File: config.mk
export PLATFORM = sky130hd
export DESIGN_NAME = cp0_int_ctrl
export DESIGN_NICKNAME = d
export VERILOG_FILES = /design/src/rtl/cp0_pkg.sv /design/src/rtl/cp0_prio_enc.sv /design/src/rtl/cp0_int_ctrl.sv
export SDC_FILE = /design/constraint.sdc
export NUM_CORES = 1
export LEC_CHECK = 0
export BUFFER_PORTS_ARGS = -buffer_cell sky130_fd_sc_hd__buf_2
export CAP_MARGIN = 20
export CORE_ASPECT_RATIO = 0.8
export CORE_MARGIN = 5
export CORE_UTILIZATION = 55
export CTS_BUF_LIST = sky130_fd_sc_hd__clkbuf_4 sky130_fd_sc_hd__clkbuf_8
export DETAILED_ROUTE_END_ITERATION = 16
export PLACE_DENSITY_LB_ADDON = 0.2
export SETUP_SLACK_MARGIN = 0.1
export SKIP_LAST_GASP = 1
export SLEW_MARGIN = 20
export SYNTH_ARGS = -nofsm -noshare
export SYNTH_HDL_FRONTEND = slang
export SYNTH_SLANG_ARGS = --single-unit
File: constraint.sdc
create_clock -name clk -period 9.8 [get_ports clk]
set_clock_uncertainty 0.05 [all_clocks]
set_input_delay 0.98 -clock clk [delete_from_list [all_inputs] [get_ports clk]]
set_output_delay 0.98 -clock clk [all_outputs]
set_load 0.03 [all_outputs]
File: src/rtl/cp0_pkg.sv
// Shared types and constants for the CP0 interrupt responder.
package cp0_pkg;

    typedef enum logic [1:0] {
        RUN    = 2'd0,
        ENTER  = 2'd1,
        RETURN = 2'd2
    } cp0_state_t;

    localparam int N_SRC      = 3;
    localparam int CP0_WEN_IE = 3;
    localparam logic [1:0] SRC_0 = 2'd0;
    localparam logic [1:0] SRC_1 = 2'd1;
    localparam logic [1:0] SRC_2 = 2'd2;

endpackage

File: src/rtl/cp0_prio_enc.sv
// Fixed-priority encoder over three request bits; bit 2 wins.
module cp0_prio_enc
    import cp0_pkg::*;
(
    input  logic [N_SRC-1:0] bits,
    output logic [1:0]       idx,
    output logic             valid
);

    always_comb begin
        idx   = SRC_0;
        valid = |bits;
        if (bits[2])      idx = SRC_2;
        else if (bits[1]) idx = SRC_1;
    end

endmodule

File: src/rtl/cp0_int_ctrl.sv
// Interrupt responder: edge-latched requests, masked fixed-priority nesting,
// per-source EPC slots and a one-cycle fetch redirect on entry and return.
module cp0_int_ctrl
    import cp0_pkg::*;
#(
    parameter int              PC_W       = 32,
    parameter logic [PC_W-1:0] VEC_BASE   = 32'h0000_0800,
    parameter logic [PC_W-1:0] VEC_STRIDE = 32'h0000_0080
) (
    input  logic             clk,
    input  logic             rst_n,
    input  logic [2:0]       irq_in,
    input  logic [PC_W-1:0]  pc_cur,
    input  logic             pipe_valid,
    input  logic             eret,
    input  logic [3:0]       cp0_w_en,
    input  logic [3:0]       cp0_w_data,
    output logic             int_take,
    output logic [2:0]       ints,
    output logic [2:0]       irs,
    output logic             cp0_w_collision,
    output logic             redirect,
    output logic [PC_W-1:0]  redirect_pc,
    output logic [PC_W-1:0]  epc
);

    cp0_state_t      state, state_n;
    logic [2:0]      irq_q, pending, mask, above, pending_n, irs_n;
    logic            ie;
    logic [PC_W-1:0] epc_stack [N_SRC];
    logic [1:0]      sel, level;
    logic            sel_valid, level_valid, ret_take;

    cp0_prio_enc u_sel_enc   (.bits(ints), .idx(sel),   .valid(sel_valid));
    cp0_prio_enc u_level_enc (.bits(irs),  .idx(level), .valid(level_valid));

    // Only sources strictly above the current in-service level may preempt.
    always_comb begin
        above = 3'b111;
        if (level_valid) begin
            case (level)
                SRC_0:   above = 3'b110;
                SRC_1:   above = 3'b100;
                default: above = 3'b000;
            endcase
        end
    end

    assign ints            = pending & mask & above;
    assign cp0_w_collision = |cp0_w_en;
    assign int_take        = (state == RUN) && ie && sel_valid && pipe_valid
                             && !eret && !cp0_w_collision;
    assign ret_take        = (state == RUN) && eret && level_valid;
    assign redirect        = (state != RUN);
    assign epc             = level_valid ? epc_stack[level] : '0;

    always_comb begin
        state_n   = RUN;
        pending_n = pending;
        irs_n     = irs;
        if (int_take) begin
            state_n        = ENTER;
            pending_n[sel] = 1'b0;
            irs_n[sel]     = 1'b1;
        end else if (ret_take) begin
            state_n      = RETURN;
            irs_n[level] = 1'b0;
        end
        // A fresh edge re-arms the source even if it is being taken now.
        pending_n = pending_n | (irq_in & ~irq_q);
    end

    always_ff @(posedge clk) begin
        if (!rst_n) begin
            state       <= RUN;
            irq_q       <= '0;
            pending     <= '0;
            irs         <= '0;
            mask        <= '0;
            ie          <= 1'b0;
            redirect_pc <= '0;
            for (int i = 0; i < N_SRC; i++) epc_stack[i] <= '0;
        end else begin
            state   <= state_n;
            irq_q   <= irq_in;
            pending <= pending_n;
            irs     <= irs_n;
            for (int i = 0; i < N_SRC; i++)
                if (cp0_w_en[i]) mask[i] <= cp0_w_data[i];
            if (cp0_w_en[CP0_WEN_IE]) ie <= cp0_w_data[CP0_WEN_IE];
            if (int_take) begin
                epc_stack[sel] <= pc_cur;
                redirect_pc    <= VEC_BASE + PC_W'(sel) * VEC_STRIDE;
            end else if (ret_take) begin
                redirect_pc <= epc_stack[level];
            end
        end
    end

endmodule

==> impl_metrics.toml, run 1 <==
[run_status]
status = "finished clean"

[sta]
layout_setup_ws_ps = 6070
min_period_over_period_pct = 38.0
fmax_mhz = 268
setup_viol = 0
hold_viol_final = 0
fin_setup_tns_ps = 0
holdWs_ps = 413
relSlewSlack_pct = 33.2
worstMarginPinSlew_ps = 997
fin_crit_ps = 3730
rsz0062_at_grt = "false"
report.final.slew_viol_count = 0

[critical_path]
reg2reg_to = "epc_stack[0][4]"
start_kind = "flop"
crit_fanout = 21
crit_type = "reg -> out"
required_ps = 8770
reg2reg_slack_ps = 6720
r2r-start = "irs[2]"
reg2regPathDepth = 6
path_cells = "nor3_2, buf_4, a311oi_1, nor2_1, buf_2"
cp_num_buf_inv = 2
cp_top_family = "simple AND/OR/NAND/NOR gates"
cp_data_arrival_time_ps = 2700
end_kind = "primary output"
cpPeakStageDelay_ps = 800
crit_slowest_cell = "nor3_2"

[worst_hold_path]
hold_end = "redirect_pc[6]"
min_from = "redirect_pc[6]"
hold_path_class = "reg -> reg"
min_path_cells = 1

[logic_synthesis]
synth-edff-count = 96
syn_inst = 497
syn_area_sq_um = 6030
syn_nets = 544
yosysUniqueCellTypes = 39
yosys_warnings = 0
synthFlopType = "edfxtp_1"
syn_area_per_cell_sq_um = 12.1
ys_seq_area_share_pct = 63.4
async_reset_ff_share_pct = 0
synth-seq-cells = 143

[clock_tree]
htree_levels = 4
worstSkewPairLatency_ps = 440
clock-root-buffer = "clkbuf_8"
cts_tree = "done"
cts_buffers = 17
clockBufferDepth = 2
post_cts_resized = 0
post_cts_buffers = 0
path_clk_slew_ps = 80
hold_buffers = 0
cts_sinks = 143

[power]
p_comb_share_pct = 4.0
ir_drop_uv = 98.3
seqPwrFrac_pct = 52.9
sw_frac_of_total_pct = 20.7
pwr-share-clk_pct = 43.2
powerDensity_nw_per_um2 = 171
p_sw_mw = 0.259
leakagePower_nw = 2.97
p_int_mw = 0.994

[placed_design]
gp_congestion = 0.836
portBuffers = 119
place_hpwl_microns = 8320
pre_cts_slack_ps = 6220

[die]
initial_core_util_pct = 55.8
io_pins = 120
coreArea_sq_um = 10800
die-width_microns = 127
dieArea_sq_um = 13200
die_h_microns = 104
rows = 34

[grt]
grt_start_max_net_pins = 71
grt_pass1_vias = 4094
grt_pass1_wl_microns = 20700
track_usage_pct = 20.0
antenna_found_initial = 1
overflow = 0

[flow_run]
max_cap_viol_count = 0

[drt]
drt_iter0_drc = 258
wl_per_cell_microns = 17.2
drc = 0
ant_nets = 0
drt_wl_total_microns = 13200
vias = 4181
vias_per_cell = 5.44
dr.pass1.iters = 5

[finish]
fin_nets = 658
synthToLayoutAreaGrowth_pct = 21.2
antenna_cells = 0
drive_gt1_share_pct = 28.5
registers in the layout (all words and copies together) (netlist names):
name	count
epc_stack	96
redirect_pc	32
irq_q	3
irs	3
mask	3
pending	3
state	2
ie	1
power by group through the flow:
stage | registers, mW | clock network (mW) | logic, mW
CTS | 0.663 | 0.548 | 0.0459
detailed placement | 0.677 | 0 | 0.0457
finish | 0.662 | 0.541 | 0.0496
global route | 0.664 | 0.577 | 0.0543
global placement | 0.676 | 0 | 0.0444
floorplan | 0.676 | 0 | 0.0233
metrics by stage:
stage | util, % | total power, mW | cells | cell area, sq um
final | 67.7 | 1.25 | 768 | 7310
after global routing | 67.7 | 1.30 | 768 | 7310
after CTS | 66.9 | 1.26 | 765 | 7230
after detailed placement | 62.6 | 0.722 | 733 | 6760
after global placement | 62.4 | 0.720 | 732 | 6740
after floorplan | - | 0.699 | 497 | 6030
cell usage after synthesis, types with 2 or more instances:
library cell,instances,area (sq um)
a21boi_0,3,22.5
a21oi_1,31,155
and2_1,102,638
and3_1,2,12.5
buf_1,2,7.51
buf_2,5,25.0
buf_6,4,45.0
clkbuf_1,21,78.8
dfxtp_1,47,941
edfxtp_1,96,2880
inv_1,3,11.3
mux2i_1,37,370
nand2_1,9,33.8
nand2b_1,4,25.0
nor2_1,65,244
nor2b_1,4,25.0
o21ai_0,10,50.1
o2bb2ai_1,30,263
or2_2,2,12.5
cell type report:
type / count / area (sq um)
repair buffers: 127 / 723
fillers: 810 / 3490
multi-input cells: 319 / 2100
inverters: 3 / 11.3
clock inverters: 13 / 209
clock buffers: 19 / 262
flip-flops and latches: 143 / 3830
well taps: 144 / 180
cell families after synthesis:
logic type	synth area share, %
AO/OA/AOI/OAI	9.37
multiplexers	6.33
buffers and inverters	2.78
flip-flops	63.4
AND/OR/NAND/NOR	18.1
metal layers:
metal  share of wire [%]  routed length, microns  global-route usage, %
met3                 8.7                    1150                   7.15
met2                  47                    6180                   31.9
met4                 1.6                     206                   5.90
met5               0.053                       7                      0
met1                  43                    5630                   25.7
worst max path at each step:
stage | startpoint | to | slack [ps] | depth (start not counted)
floorplan | irs[1] | epc_stack[1][0] | 5250 | 4
global placement | eret | int_take | 6330 | 5
detailed placement | eret | int_take | 6220 | 5
CTS | irs[0] | int_take | 6060 | 5
global route | irs[0] | int_take | 5880 | 5
finish | irs[0] | int_take | 6070 | 5
cell usage in the layout, fill, tap and decap left out, types with 2 or more instances in the layout:
cell type / count
buf_4: 4
edfxtp_1: 96
clkinvlp_4: 2
dfxtp_1: 45
inv_1: 3
clkinv_4: 2
or2_2: 2
dfxtp_2: 2
mux2i_1: 37
nand2b_1: 4
inv_6: 2
nor2_1: 63
o2bb2ai_1: 30
a21oi_1: 30
o21ai_0: 7
buf_16: 3
bufinv_16: 5
nand2_1: 9
o21ai_4: 3
clkbuf_8: 19
buf_2: 119
a21boi_0: 3
and2_1: 102
nor2_4: 2
nor2b_1: 4
and3_1: 2
Power figures use the tool's default switching activity.
==> inputs of run 2 (changes only) <==
Settings changed: ABC_AREA set to 1.
Clock period 9.8 ns to 3.53 ns, I/O delays scaled along.
==> impl_metrics.toml, run 2 <==
[grt]
antenna_found_initial = 0
grt_start_max_net_pins = 35
grt_pass1_wl_microns = 22900
grt_pass1_vias = 4531
overflow = 0
track_usage_pct = 22.6

[critical_path]
r2r-start = "irs[2]"
reg2reg_to = "epc_stack[1][1]"
crit_path_start = "irs[2]"
required_ps = 3130
end_kind = "primary output"
reg2regPathDepth = 8
worstSetupEndpoint = "epc[17]"
cp_data_arrival_time_ps = 2440
start_kind = "flop"
crit_type = "reg -> out"
reg2reg_slack_ps = 1000
crit_fanout = 33

[sta]
rsz0062_at_grt = "false"
fin_crit_ps = 2850
relSlewSlack_pct = 41.9
report.final.slew_viol_count = 0
hold_viol_final = 0
fin_setup_tns_ps = 0
setup_viol = 0
fmax_mhz = 351
worstMarginPinSlew_ps = 868
holdWs_ps = 62.8
min_period_over_period_pct = 80.6

[drt]
ant_nets = 0
dr.pass1.iters = 5
wl_per_cell_microns = 15.7
vias = 4670
drt_wl_total_microns = 14200
drc = 0
vias_per_cell = 5.19
drt_iter0_drc = 410

[logic_synthesis]
async_reset_ff_share_pct = 0
netlist.area_leader.share_pct = 48.2
yosys.area.top_type = "edfxtp_1"
syn_area_sq_um = 5980
synth-edff-count = 96
synth_common_cells = "187 x nor2_1, 107 x nand2_1, 96 x edfxtp_1"
ys_seq_area_share_pct = 63.9
synthFlopType = "edfxtp_1"
synth-seq-cells = 143
yosys_warnings = 0
synth.area.top_cells = "edfxtp_1 48%, dfxtp_1 16%, nor2_1 12%"
syn_inst = 627
syn_area_per_cell_sq_um = 9.54
syn_nets = 674
yosysUniqueCellTypes = 28
yosysMostFrequentCell = "nor2_1"

[finish]
fin_nets = 789
final_common_cell = "nor2_1"
largest_register = "epc_stack"
antenna_cells = 0
instances_no_fill = 899
synthToLayoutAreaGrowth_pct = 18.5
largest_registers = "epc_stack (96), redirect_pc (32)"
fin_util_pct = 65.9
n_fill_cell = 877
drive_gt1_share_pct = 24.2
postLayoutCellArea_sq_um = 7090
largest_reg_flops = 96
final_cell_mix = "187 x nor2_1, 119 x buf_2, 104 x nand2_1, 96 x edfxtp_1, 52 x inv_1"

[placed_design]
dp.cells = 866
portBuffers = 119
gp_congestion = 0.826
place_hpwl_microns = 9390
dpl_cell_area_sq_um = 6640

[power]
powerDensity_nw_per_um2 = 479
ir_drop_uv = 307
leakagePower_nw = 3.42

[die]
die-width_microns = 127
io_pins = 120
die_h_microns = 103
dieArea_sq_um = 13100
rows = 34
initial_core_util_pct = 55.6
coreArea_sq_um = 10800

[clock_tree]
worstSkewPairLatency_ps = 440
post_cts_resized = 0
cts_buffers = 17
clockBufferDepth = 2
path_clk_slew_ps = 80
hold_buffers = 0
clock-root-buffer = "clkbuf_8"
cts_sinks = 143
htree_levels = 4
cts_tree = "done"
post_cts_buffers = 0

[run_status]
status = "finished clean"

[worst_hold_path]
hold_path_class = "in -> reg"

[flow_run]
max_cap_viol_count = 0
==> run 2: changes by cell type in the layout (fill, tap and decap cells not counted), sizes merged, moves of 14 or more <==
cell | before | now
nor2 | 66 | 191
nand2 | 9 | 111
nor3 | 1 | 25
and2 | 102 | 0
a21oi | 31 | 4
mux2i | 37 | 0
inv | 5 | 62
nor4 | 1 | 15
o2bb2ai | 30 | 0
nand3 | 1 | 16
o22ai | 0 | 14
==> run 2: per-stage QoR <==
step           setup WS (ps)  power [mW]
4_1_cts                  633        3.42
5_1_grt                  495        3.51
3_3_place_gp            1130        2.00
3_5_place_dp            1010        2.01
2_1_floorplan            828        1.95
6_report                 685        3.40
==> run 2: metal layers <==
| metal | vias up | GRT usage (%) | wire length, microns |
|---|---|---|---|
| li1 | 2290 | - | - |
| met1 | 2208 | 31.2 | 6480 |
| met2 | 157 | 37.0 | 6690 |
| met3 | 15 | 4.52 | 846 |
| met4 | 0 | 7.01 | 144 |
| met5 | - | 0 | 0 |
==> run 2: kinds of logic after synthesis <==
kind of cell | count (synthesis) | synth area share, %
flops | 143 | 63.9
simple gates | 366 | 26.4
compound gates | 33 | 3.39
buf+inv | 85 | 6.27
==> run 2: worst max-delay path, cell delays in order, from the launching register on <==
cell	delay, ps
dfxtp_1	500
inv_2	60
buf_4	260
nand2_1	130
buf_4	350
nor2_1	120
nor4_1	310
buf_2	280
==> run 2: layout make-up <==
type | instances | area [sq um] | area share [%]
sequential | 143 | 3820 | 53.9
multi-input combinational | 399 | 1790 | 25.3
tap | 144 | 180 | 2.54
clock inverter | 13 | 184 | 2.59
inverter | 57 | 214 | 3.02
timing repair buffer | 124 | 641 | 9.03
clock buffer | 19 | 255 | 3.60
==> run 2: worst min-delay path by stage <==
stage | start | end | slack (ps) | cells past startpoint
after floorplan | irq_q[0] | pending[0] | 350 | 1
after global placement | irq_q[1] | pending[1] | 350 | 1
after detailed placement | irq_q[0] | pending[0] | 360 | 1
after CTS | irq_in[1] | irq_q[1] | 50 | 3
after global routing | irq_in[1] | irq_q[1] | 50 | 3
final | irq_in[1] | irq_q[1] | 60 | 3
==> run 2: where the power goes <==
part	internal [mW]	total [mW]	switching, mW	leakage (nW)
registers	1.82	1.84	0.0143	1.37
clock network	0.802	1.43	0.628	0.221
logic	0.0382	0.128	0.0900	1.82
==> inputs of run 3 (changes only) <==
Settings changed: CORE_UTILIZATION 55 to 51.
Clock period 3.53 ns to 2.5 ns, I/O delays scaled along.
==> impl_metrics.toml, run 3 (synthesis results as in run 2) <==
[placed_design]
place_hpwl_microns = 9710
portBuffers = 119
pre_cts_slack_ps = 391
gp_congestion = 0.861

[drt]
dr.pass1.iters = 5
vias = 4745
ant_nets = 0
route.met2.wl_microns = 7400
wl_per_cell_microns = 16.4
drt_iter0_drc = 388
drt_wl_total_microns = 15100
drt-met1-wl_microns = 6610
highest_layer = "met4"
vias_per_cell = 5.15
drc = 0
wl_met3_microns = 954

[clock_tree]
path_clk_slew_ps = 80
htree_levels = 4
clock-root-buffer = "clkbuf_8"
worstSkewPairLatency_ps = 440
cts_sinks = 143
clockBufferDepth = 2
cts_tree = "done"
cts_buffers = 17

[critical_path]
r2r-start = "irs[2]"
cp_data_arrival_time_ps = 1990
end_kind = "primary output"
cpPeakStageDelay_ps = 410
reg2regPathDepth = 6
crit_type = "reg -> out"
reg2reg_slack_ps = 480
required_ps = 2200
path_cells = "inv_2, nand2_1, buf_6, nor2_1, nor4_2, buf_2"
crit_slowest_cell = "dfxtp_2"
crit_fanout = 20
start_kind = "flop"
reg2reg_to = "epc_stack[1][18]"

[sta]
fmax_mhz = 436
hold_viol_final = 0
fin_setup_tns_ps = 0
setup_viol = 0
relSlewSlack_pct = 52.7
worstMarginPinSlew_ps = 708
fin_crit_ps = 2290
rsz0062_at_grt = "false"
layout_setup_ws_ps = 209
report.final.slew_viol_count = 0
min_period_over_period_pct = 91.7

[finish]
final_common_cell = "nor2_1"
largest_reg_flops = 96
synthToLayoutAreaGrowth_pct = 23.1
largest_register = "epc_stack"
fin_nets = 807
final_cell_mix = "187 x nor2_1, 118 x buf_2, 104 x nand2_1, 96 x edfxtp_1, 52 x inv_1"
n_fill_cell = 947
antenna_cells = 0
drive_gt1_share_pct = 26.6
largest_registers = "epc_stack (96), redirect_pc (32)"

[die]
initial_core_util_pct = 52.0
die_h_microns = 107
rows = 35
die-width_microns = 131
coreArea_sq_um = 11500
dieArea_sq_um = 14000
io_pins = 120

[worst_hold_path]
min_path_cells = 3
hold_path_class = "in -> reg"
hold_end = "mask[1]"
min_from = "cp0_w_en[1]"

[power]
leakagePower_nw = 3.53
finalPower_mw = 4.71
ir_drop_uv = 384
powerDensity_nw_per_um2 = 640

[grt]
grt_start_max_net_pins = 34
grt_pass1_wl_microns = 24200
grt_pass1_vias = 4852
overflow = 0
antenna_found_initial = 0
track_usage_pct = 21.7

[flow_run]
max_cap_viol_count = 0

[run_status]
status = "finished clean"
-- run 3: changes by cell type in the layout (fill, tap and decap cells not counted), sizes merged --
cell and change:
bufinv -1, dlygate4sd3 +9, clkinv +3, buf +9, clkinvlp -2
-- run 3: routing by layer --
metal | global-route usage, % | vias to the layer above
li1 | - | 2322
met1 | 27.6 | 2272
met2 | 37.6 | 142
met3 | 4.60 | 9
met4 | 6.16 | 0
met5 | 0 | -
-- run 3: final cells by class --
cell class                      count  area, sq um  area share [%]
Clock buffer                       19          249            3.38
Clock inverter                     13          160            2.17
Inverter                           57          214            2.91
Multi-Input combinational cell    399         1870            25.4
Sequential cell                   143         3830            52.0
Tap cell                          148          185            2.51
Timing Repair Buffer              142          862            11.7
-- run 3: worst max path at each step --
stage                       from                to  slack (ps)  cells after the start
final                     irs[2]           epc[15]         210                      6
after global routing      irs[2]           epc[15]         100                      6
after global placement    irs[2]            epc[0]         420                      6
after CTS                 irs[1]           epc[15]         130                      6
after detailed placement  irs[2]  epc_stack[1][29]         390                      7
after floorplan           irs[2]   epc_stack[0][0]         100                      6
-- run 3: worst max-delay path, delay by kind of cell (launching register included) --
kind | cells | cell delay (ps)
DFF | 1 | 410
and+or+nand+nor | 3 | 540
buffers and inverters | 3 | 610
-- run 3: per-stage QoR --
stage          area [sq um]  util [%]  cells  hold slack (ps)
5_1_grt                7360      63.9    921             30.2
6_report               7360      63.9    921             19.3
3_5_place_dp           6830      59.3    880              362
2_1_floorplan          6050         -    627              294
3_3_place_gp           6830      59.3    880              353
4_1_cts                7340      63.8    921             5.20
-- run 3: power breakdown --
part | switching, mW | internal (mW)
Clock | 0.894 | 1.01
Combinational | 0.132 | 0.0747
Sequential | 0.0203 | 2.57
-- run 3: what timing repair did --
action | in CTS | in global routing
setup buffers | 0 | 0
hold buffers | 9 | 0
endpoints found under the hold margin | 7 | 0
resized for setup | 4 | 7
endpoints found under the setup margin | 22 | 10
